--- config.mk ---
export PLATFORM = sky130hd
export DESIGN_NAME = sme_char_loader
export DESIGN_NICKNAME = d
export VERILOG_FILES = /design/src/rtl/sme_char_loader.sv
export SDC_FILE = /design/constraint.sdc
export NUM_CORES = 1
export LEC_CHECK = 0
export BUFFER_PORTS_ARGS = -buffer_cell sky130_fd_sc_hd__buf_2
export CAP_MARGIN = 20
export CORE_ASPECT_RATIO = 2
export CORE_MARGIN = 4
export CORE_UTILIZATION = 35
export DETAILED_ROUTE_END_ITERATION = 8
export GPL_ROUTABILITY_DRIVEN = 0
export GPL_TIMING_DRIVEN = 1
export HOLD_SLACK_MARGIN = 0.05
export PLACE_DENSITY_LB_ADDON = 0.15
export SYNTH_ARGS = -nofsm -noshare
export SYNTH_HDL_FRONTEND = slang
export SYNTH_SLANG_ARGS = --single-unit
--- constraint.sdc ---
create_clock -name clk -period 6.2 [get_ports clk]
set_input_delay 0.31 -clock clk [delete_from_list [all_inputs] [get_ports clk]]
set_output_delay 0.31 -clock clk [all_outputs]
set_load 0.02 [all_outputs]
--- src/rtl/sme_char_loader.sv ---
// Input stage of the string-matching engine: frames the serial character stream into
// string and pattern buffers and hands one job per pattern to the matcher.
module sme_char_loader #(
  parameter int unsigned DW        = 8,
  parameter int unsigned STR_DEPTH = 32,
  parameter int unsigned PAT_DEPTH = 8
) (
  input  logic                           clk,
  input  logic                           reset,
  input  logic [DW-1:0]                  chardata,
  input  logic                           isstring,
  input  logic                           ispattern,
  output logic                           in_busy,
  output logic                           job_valid,
  input  logic                           job_ready,
  output logic [$clog2(STR_DEPTH):0]     str_len,
  output logic [$clog2(PAT_DEPTH):0]     pat_len,
  input  logic [$clog2(STR_DEPTH)-1:0]   str_raddr,
  output logic [DW-1:0]                  str_rdata,
  input  logic [$clog2(PAT_DEPTH)-1:0]   pat_raddr,
  output logic [DW-1:0]                  pat_rdata,
  output logic                           ovf_err
);

  localparam int unsigned SAW = $clog2(STR_DEPTH);
  localparam int unsigned SLW = SAW + 1;
  localparam int unsigned PAW = $clog2(PAT_DEPTH);
  localparam int unsigned PLW = PAW + 1;

  typedef enum logic [1:0] {IDLE, LOAD_S, LOAD_P, READY} state_t;

  state_t          state, state_nxt;
  logic [DW-1:0]   str_mem [STR_DEPTH];
  logic [DW-1:0]   pat_mem [PAT_DEPTH];

  logic            str_we, pat_we, ovf_set;
  logic [SAW-1:0]  str_wa;
  logic [PAW-1:0]  pat_wa;
  logic [SLW-1:0]  str_len_nxt;
  logic [PLW-1:0]  pat_len_nxt;
  logic            str_full, pat_full;

  assign str_full = (str_len == SLW'(STR_DEPTH));
  assign pat_full = (pat_len == PLW'(PAT_DEPTH));

  // State register and registered outputs
  always_ff @(posedge clk) begin
    if (reset) begin
      state     <= IDLE;
      str_len   <= '0;
      pat_len   <= '0;
      ovf_err   <= 1'b0;
      in_busy   <= 1'b0;
      job_valid <= 1'b0;
    end else begin
      state     <= state_nxt;
      str_len   <= str_len_nxt;
      pat_len   <= pat_len_nxt;
      ovf_err   <= ovf_err | ovf_set;
      in_busy   <= (state_nxt == READY);
      job_valid <= (state_nxt == READY);
    end
  end

  // Next-state logic; isstring wins when both flags are high
  always_comb begin
    state_nxt = state;
    case (state)
      IDLE: begin
        if (isstring)       state_nxt = LOAD_S;
        else if (ispattern) state_nxt = LOAD_P;
      end
      LOAD_S: begin
        if (isstring)       state_nxt = LOAD_S;
        else if (ispattern) state_nxt = LOAD_P;
        else                state_nxt = IDLE;
      end
      LOAD_P: begin
        if (ispattern && !isstring) state_nxt = LOAD_P;
        else                        state_nxt = READY;
      end
      READY: begin
        if (job_ready) state_nxt = IDLE;
      end
      default: state_nxt = IDLE;
    endcase
  end

  // Buffer writes, length updates and overflow detection
  always_comb begin
    str_we      = 1'b0;
    pat_we      = 1'b0;
    ovf_set     = 1'b0;
    str_wa      = str_len[SAW-1:0];
    pat_wa      = pat_len[PAW-1:0];
    str_len_nxt = str_len;
    pat_len_nxt = pat_len;
    case (state)
      IDLE: begin
        if (isstring) begin
          str_we      = 1'b1;
          str_wa      = '0;
          str_len_nxt = SLW'(1);
          pat_len_nxt = '0;
          ovf_set     = ispattern;
        end else if (ispattern) begin
          pat_we      = 1'b1;
          pat_wa      = '0;
          pat_len_nxt = PLW'(1);
        end
      end
      LOAD_S: begin
        if (isstring) begin
          ovf_set = ispattern;
          if (str_full) begin
            ovf_set = 1'b1;
          end else begin
            str_we      = 1'b1;
            str_len_nxt = str_len + SLW'(1);
          end
        end else if (ispattern) begin
          pat_we      = 1'b1;
          pat_wa      = '0;
          pat_len_nxt = PLW'(1);
        end
      end
      LOAD_P: begin
        if (isstring) begin
          ovf_set = 1'b1;
        end else if (ispattern) begin
          if (pat_full) begin
            ovf_set = 1'b1;
          end else begin
            pat_we      = 1'b1;
            pat_len_nxt = pat_len + PLW'(1);
          end
        end
      end
      READY: begin
        ovf_set = isstring | ispattern;
      end
      default: ;
    endcase
  end

  // Buffer storage is deliberately left unreset
  always_ff @(posedge clk) begin
    if (!reset && str_we) str_mem[str_wa] <= chardata;
    if (!reset && pat_we) pat_mem[pat_wa] <= chardata;
  end

  assign str_rdata = (SLW'(str_raddr) < str_len) ? str_mem[str_raddr] : '0;
  assign pat_rdata = (PLW'(pat_raddr) < pat_len) ? pat_mem[pat_raddr] : '0;

endmodule

Word-level counts from Yosys, hierarchy flattened
Memory sizes are Yosys's and may differ from the RTL's.
Index checks and enable logic that the tools add are counted.
- flip-flop bits (word level): 14
- memory bits (writable): 320
- input port bits: 21
- output and inout port bits: 29
- word-level logic and storage cells: 83
- memories: 2
- memories (memory ; depth ; bits a word ; read ports ; clocked after Yosys merged registers in ; write ports ; RTL line ; RTL):
    str_mem ; 32 ; 8 ; 1 ; 0 ; 1 ; 33 ; logic [DW-1:0] str_mem [STR_DEPTH];
    pat_mem ; 8 ; 8 ; 1 ; 0 ; 1 ; 34 ; logic [DW-1:0] pat_mem [PAT_DEPTH];
- $add $sub $neg: 2
- order comparisons: 2
- equal/unequal tests: 13
- multiplexer cells: 46
- bitwise operators: 2
- reductions and logical operators: 11
- operator list (cell ; count):
    $mux 4 ; 6
    $mux 1 ; 19
    $mux 6 ; 3
    $mux 8 ; 2
    $ne 2x2->1 const B ; 7
    $pmux 4 s3 ; 1
    $pmux 6 s2 ; 1
    $mux 2 ; 5
    $mux 5 ; 2
    $mux 3 ; 3
    $pmux 2 s4 ; 1
    $add 6x1->6 const B ; 1
    $eq 2x2->1 const B ; 3
    $eq 6x6->1 const B ; 1
    $lt 5x6->1 ; 1
    $reduce_and 5->1 ; 1
    $add 4x1->4 const B ; 1
    $eq 4x4->1 const B ; 1
    $lt 3x4->1 ; 1
    $pmux 1 s2 ; 2
    $pmux 1 s4 ; 1
    $reduce_and 4->1 ; 1
    $logic_and 1x1->1 ; 3
    $reduce_bool 3->1 ; 1
    6 further kinds ; 8

Logic depth before layout (Yosys ltp)
- depth in word-level cells: 8
- gate-level depth with buffers: 8
- depth with buffers taken out: 7

Least setup slack after synthesis
No wires, ideal clock.
- kind: register -> register
- start: reg pat_len[0]
- end: mem pat_mem[3][0], enable pin
- setup time: 383 ps
- arrival: 2350 ps
- required time: 5817 ps
- setup slack: 3466 ps
- cell stages (with the launch flop): 8
- buffers on the path: 0
- period minus slack after synthesis: 2734 ps
- path through: dfxtp_1 > inv_1 > ha_1 > nand3b_1 > a211oi_1 > or4_1 > or2_1 > nor3_1
- word-level cells in the longest chain between the ends: 8
- elaborated cells between the ends (all ways): 11
- classes of those cells: eq/ne: 1; mux: 9; reduce/logical: 1
- RTL lines (element ; RTL line ; RTL):
    start: declaration ; 17 ; output logic [$clog2(PAT_DEPTH):0] pat_len,
    start signal: assignment ; 58 ; pat_len <= pat_len_nxt;
    $eq 4x4->1 ; 44 ; assign pat_full = (pat_len == PLW'(PAT_DEPTH));
    $mux 1 ; 131 ; if (pat_full) begin
    $mux 1 ; 130 ; end else if (ispattern) begin
    $mux 1 ; 128 ; if (isstring) begin
    $pmux 1 s2 ; 98 ; case (state)
    $logic_and 1x1->1 ; 149 ; if (!reset && pat_we) pat_mem[pat_wa] <= chardata;
    $mux 1 ; 149 ;
    $mux 1 (not written as such) ; 149 ;
    end: declaration ; 34 ;
Several ways; a longest one is shown, not always the timed one.

Worst setup path after layout
- start: in str_raddr[1]
- end: out str_rdata[5]
- word-level cells in the longest chain between the ends: 2
- elaborated cells between the ends (all ways): 3
- classes of those cells: order compare: 1; mux: 1; memory: 1
- RTL lines (element ; RTL line ; RTL):
    start: declaration ; 18 ; input logic [$clog2(STR_DEPTH)-1:0] str_raddr,
    $mem_v2 32x8 / $lt 5x6->1 (equally long branches) ; n/a ;
    $mux 8 (*) ; 152 ; assign str_rdata = (SLW'(str_raddr) < str_len) ? str_mem[str_raddr] : '0;
    end: declaration ; 19 ; output logic [DW-1:0] str_rdata,
Every way passes the cells marked *; elsewhere a longest branch is shown, timed or not.

==> flow_summary.json <==
{
  "yosysMostFrequentCell": "edfxtp_1",
  "core_area_um2": 38700,
  "yosysSeqAreaShare_pct": 72.3,
  "firstDrtPassIters": 5,
  "grtUsageMet1_pct": 16.5,
  "synth.distinct_cells": 53,
  "slowest_delay_ns": 0.58,
  "rsz0062_at_grt": "no",
  "pin_count": 50,
  "avgSynthCellArea_um2": 18.4,
  "r2r_start": "state[1]",
  "dpl.cell_count": 1290,
  "p_total_mw": 4.59,
  "yosys_warnings": 0,
  "grt_use_met2_pct": 29.6,
  "hold_buffers": 0,
  "yosys.area.top_type_share_pct": 70.2,
  "initial_core_util_pct": 35.4,
  "synth_edf_count": 320,
  "nNetsFinal": 837,
  "busiest_layer": "met2",
  "r2r_cells": 6,
  "r2r-end": "str_mem[24][4]",
  "max_freq_mhz": 299,
  "post-cts-setup-buffer-count": 0,
  "grtUsageTotal_pct": 15.3,
  "critPathKind": "in -> out",
  "r2r_slack_ns": 3.04,
  "route.final.wire_length_um": 32300,
  "path_cells": "buf_2, buf_4, ha_1, a21o_1, a31oi_2, o2111ai_2, o22ai_1, or3_1, buf_2",
  "slowest_stage": "buf_4",
  "drc": 0,
  "cts_max_level": 1,
  "cp.required_ns": 5.89,
  "cts_resized": 0,
  "root_buffer": "clkbuf_16",
  "critPathMaxFanout": 34,
  "maxSlewHeadroom_pct": 39.0,
  "grt_overflow": 0,
  "cts_tree": "done",
  "fin_skew_ns": 0.0207,
  "routedWlPerCell_um": 24.0,
  "hold_end": "str_len[1]",
  "pwr_density_cell_nw_per_um2": 298,
  "synth_top_area_cell": "edfxtp_1",
  "ys.flop_type": "edfxtp_1",
  "tns_ns": 0,
  "irDropWorstVdd_v": 0.000238,
  "power.leakage_nw": 5.04,
  "n_antenna_cell": 0,
  "rows": 102,
  "grt_pass1_vias": 7633,
  "synth_area_leaders": "edfxtp_1, mux4_2, mux2i_1",
  "crit_top_cell": "buf_2",
  "syn2layout_area_growth_pct": 12.5,
  "antenna_found_initial": 0,
  "min_path_cells": 2,
  "synthArstFlopShare_pct": 0,
  "clk_pin_slew_ns": 0.06,
  "portBuffers": 49,
  "cap_violations": 0,
  "die_area_um2": 42500,
  "die_x_um": 148,
  "crit_start": "str_raddr[1]",
  "hp-start": "reset",
  "die_h_um": 288,
  "gr-usage-met3_pct": 1.97,
  "hold_violations": 0,
  "cts_sinks": 334,
  "dp_hpwl_um": 22500,
  "hp-class": "in -> reg",
  "clock_path_buffers": 3,
  "grt_start_max_net_pins": 41,
  "endpoint_kind": "primary output",
  "synth_area_um2": 13700,
  "ys_ff_latch": 334,
  "worstPathArrival_ns": 3.03,
  "fin_crit_sh_pct": 53.9,
  "drive_above_1_share_pct": 21.9,
  "finalCriticalPeriod_ns": 3.34,
  "startpoint_type": "input port",
  "vias": 6918,
  "vias_per_cell": 5.15,
  "finalMaxSlewViolations": 0,
  "syn_nets": 778,
  "drtIter0Drc": 447,
  "grt_pass1_wl_um": 48700,
  "synthCells": 742,
  "postRouteAntennaNets": 0,
  "finalSetupViolations": 0,
  "cts_buffers": 28,
  "fin_cells": 1342,
  "insertion_delay_ns": 0.56,
  "status": "complete, no violations",
  "worst_pin_slew_ns": 0.912,
  "synth_top_cells_by_count": "edfxtp_1, mux4_2, nor2_1, mux2i_1, nand2_1"
}
## where the power goes
group | internal, mW | switching (mW)
Clock | 0.974 | 0.770
Sequential | 2.49 | 0.0141
Combinational | 0.119 | 0.226
Total | 3.58 | 1.01
## how the worst max path moves through the flow
stage                     cells after the start       endpoint
final                                         9   str_rdata[5]
after global routing                          8   str_rdata[7]
after CTS                                     9   str_rdata[5]
after detailed placement                      9   str_rdata[5]
after global placement                        9   str_rdata[5]
after floorplan                               7  pat_mem[3][0]
## layout make-up
cell class | count | area, um^2
flip-flops and latches | 334 | 9890
well taps | 520 | 651
clock inverters | 18 | 156
clock buffers | 33 | 741
repair buffers | 62 | 343
fillers | 3496 | 23300
multi-input cells | 361 | 3550
inverters | 14 | 52.6
## through the flow
step / hold WS, ns / setup slack [ns] / area [um^2] / utilization [%]
finish: 0.128 / 2.86 / 15400 / 39.8
global route: 0.145 / 2.67 / 15400 / 39.8
CTS: 0.0978 / 2.81 / 15400 / 39.8
detailed placement: 0.539 / 2.82 / 14500 / 37.4
global placement: 0.546 / 2.90 / 14500 / 37.4
floorplan: 0.409 / 3.47 / 13700 / -
## cell families (layout without fill, tap and decap cells)
logic type | count (synthesis) | after routing | share of synthesized area, %
flip-flops | 334 | 334 | 72.3
AO/OA/AOI/OAI | 61 | 61 | 3.40
AND/OR/NAND/NOR | 164 | 164 | 5.77
XOR/XNOR | 2 | 2 | 0.128
adder cells (fa/ha/maj) | 15 | 15 | 1.37
buffers and inverters | 47 | 127 | 1.75
multiplexers | 119 | 119 | 15.3
## worst max-delay path: cells and delay by family
kind | cells | cell delay [ns]
buf+inv | 3 | 1.30
compound gates | 4 | 0.74
simple gates | 1 | 0.40
fa+ha+maj | 1 | 0.25
## routing by layer
| metal | up-vias | share of wire [%] |
|---|---|---|
| met4 | 0 | 4.0 |
| met2 | 157 | 56 |
| met5 | - | 0 |
| met1 | 3588 | 36 |
| li1 | 3119 | - |
| met3 | 54 | 3.9 |
## flip-flops by register name, indices dropped and copies added, names as in the netlist
signal	count
job_valid	1
ovf_err	1
pat_len	4
pat_mem	64
state	2
str_len	6
str_mem	256
## cell usage in the layout, fill, tap and decap left out, types with 3 or more instances in the layout
cell type	instances
nand2b_1	11
edfxtp_1	320
inv_1	13
buf_2	49
nor2b_1	6
clkbuf_16	29
o21ai_0	8
or2_1	3
clkinv_1	10
nor4_1	4
nand2_1	28
nand3b_1	4
a21o_1	4
clkinv_2	4
a21oi_1	9
nand4_1	4
nor2_1	55
bufinv_16	3
ha_1	15
buf_4	13
o22ai_1	8
a221oi_1	3
a22oi_1	5
or3_1	4
mux2i_1	46
nand3_1	21
mux4_2	72
dfxtp_1	14
nor3_1	18
clkbuf_1	4
a211o_1	6
Power figures use the tool's default switching activity.
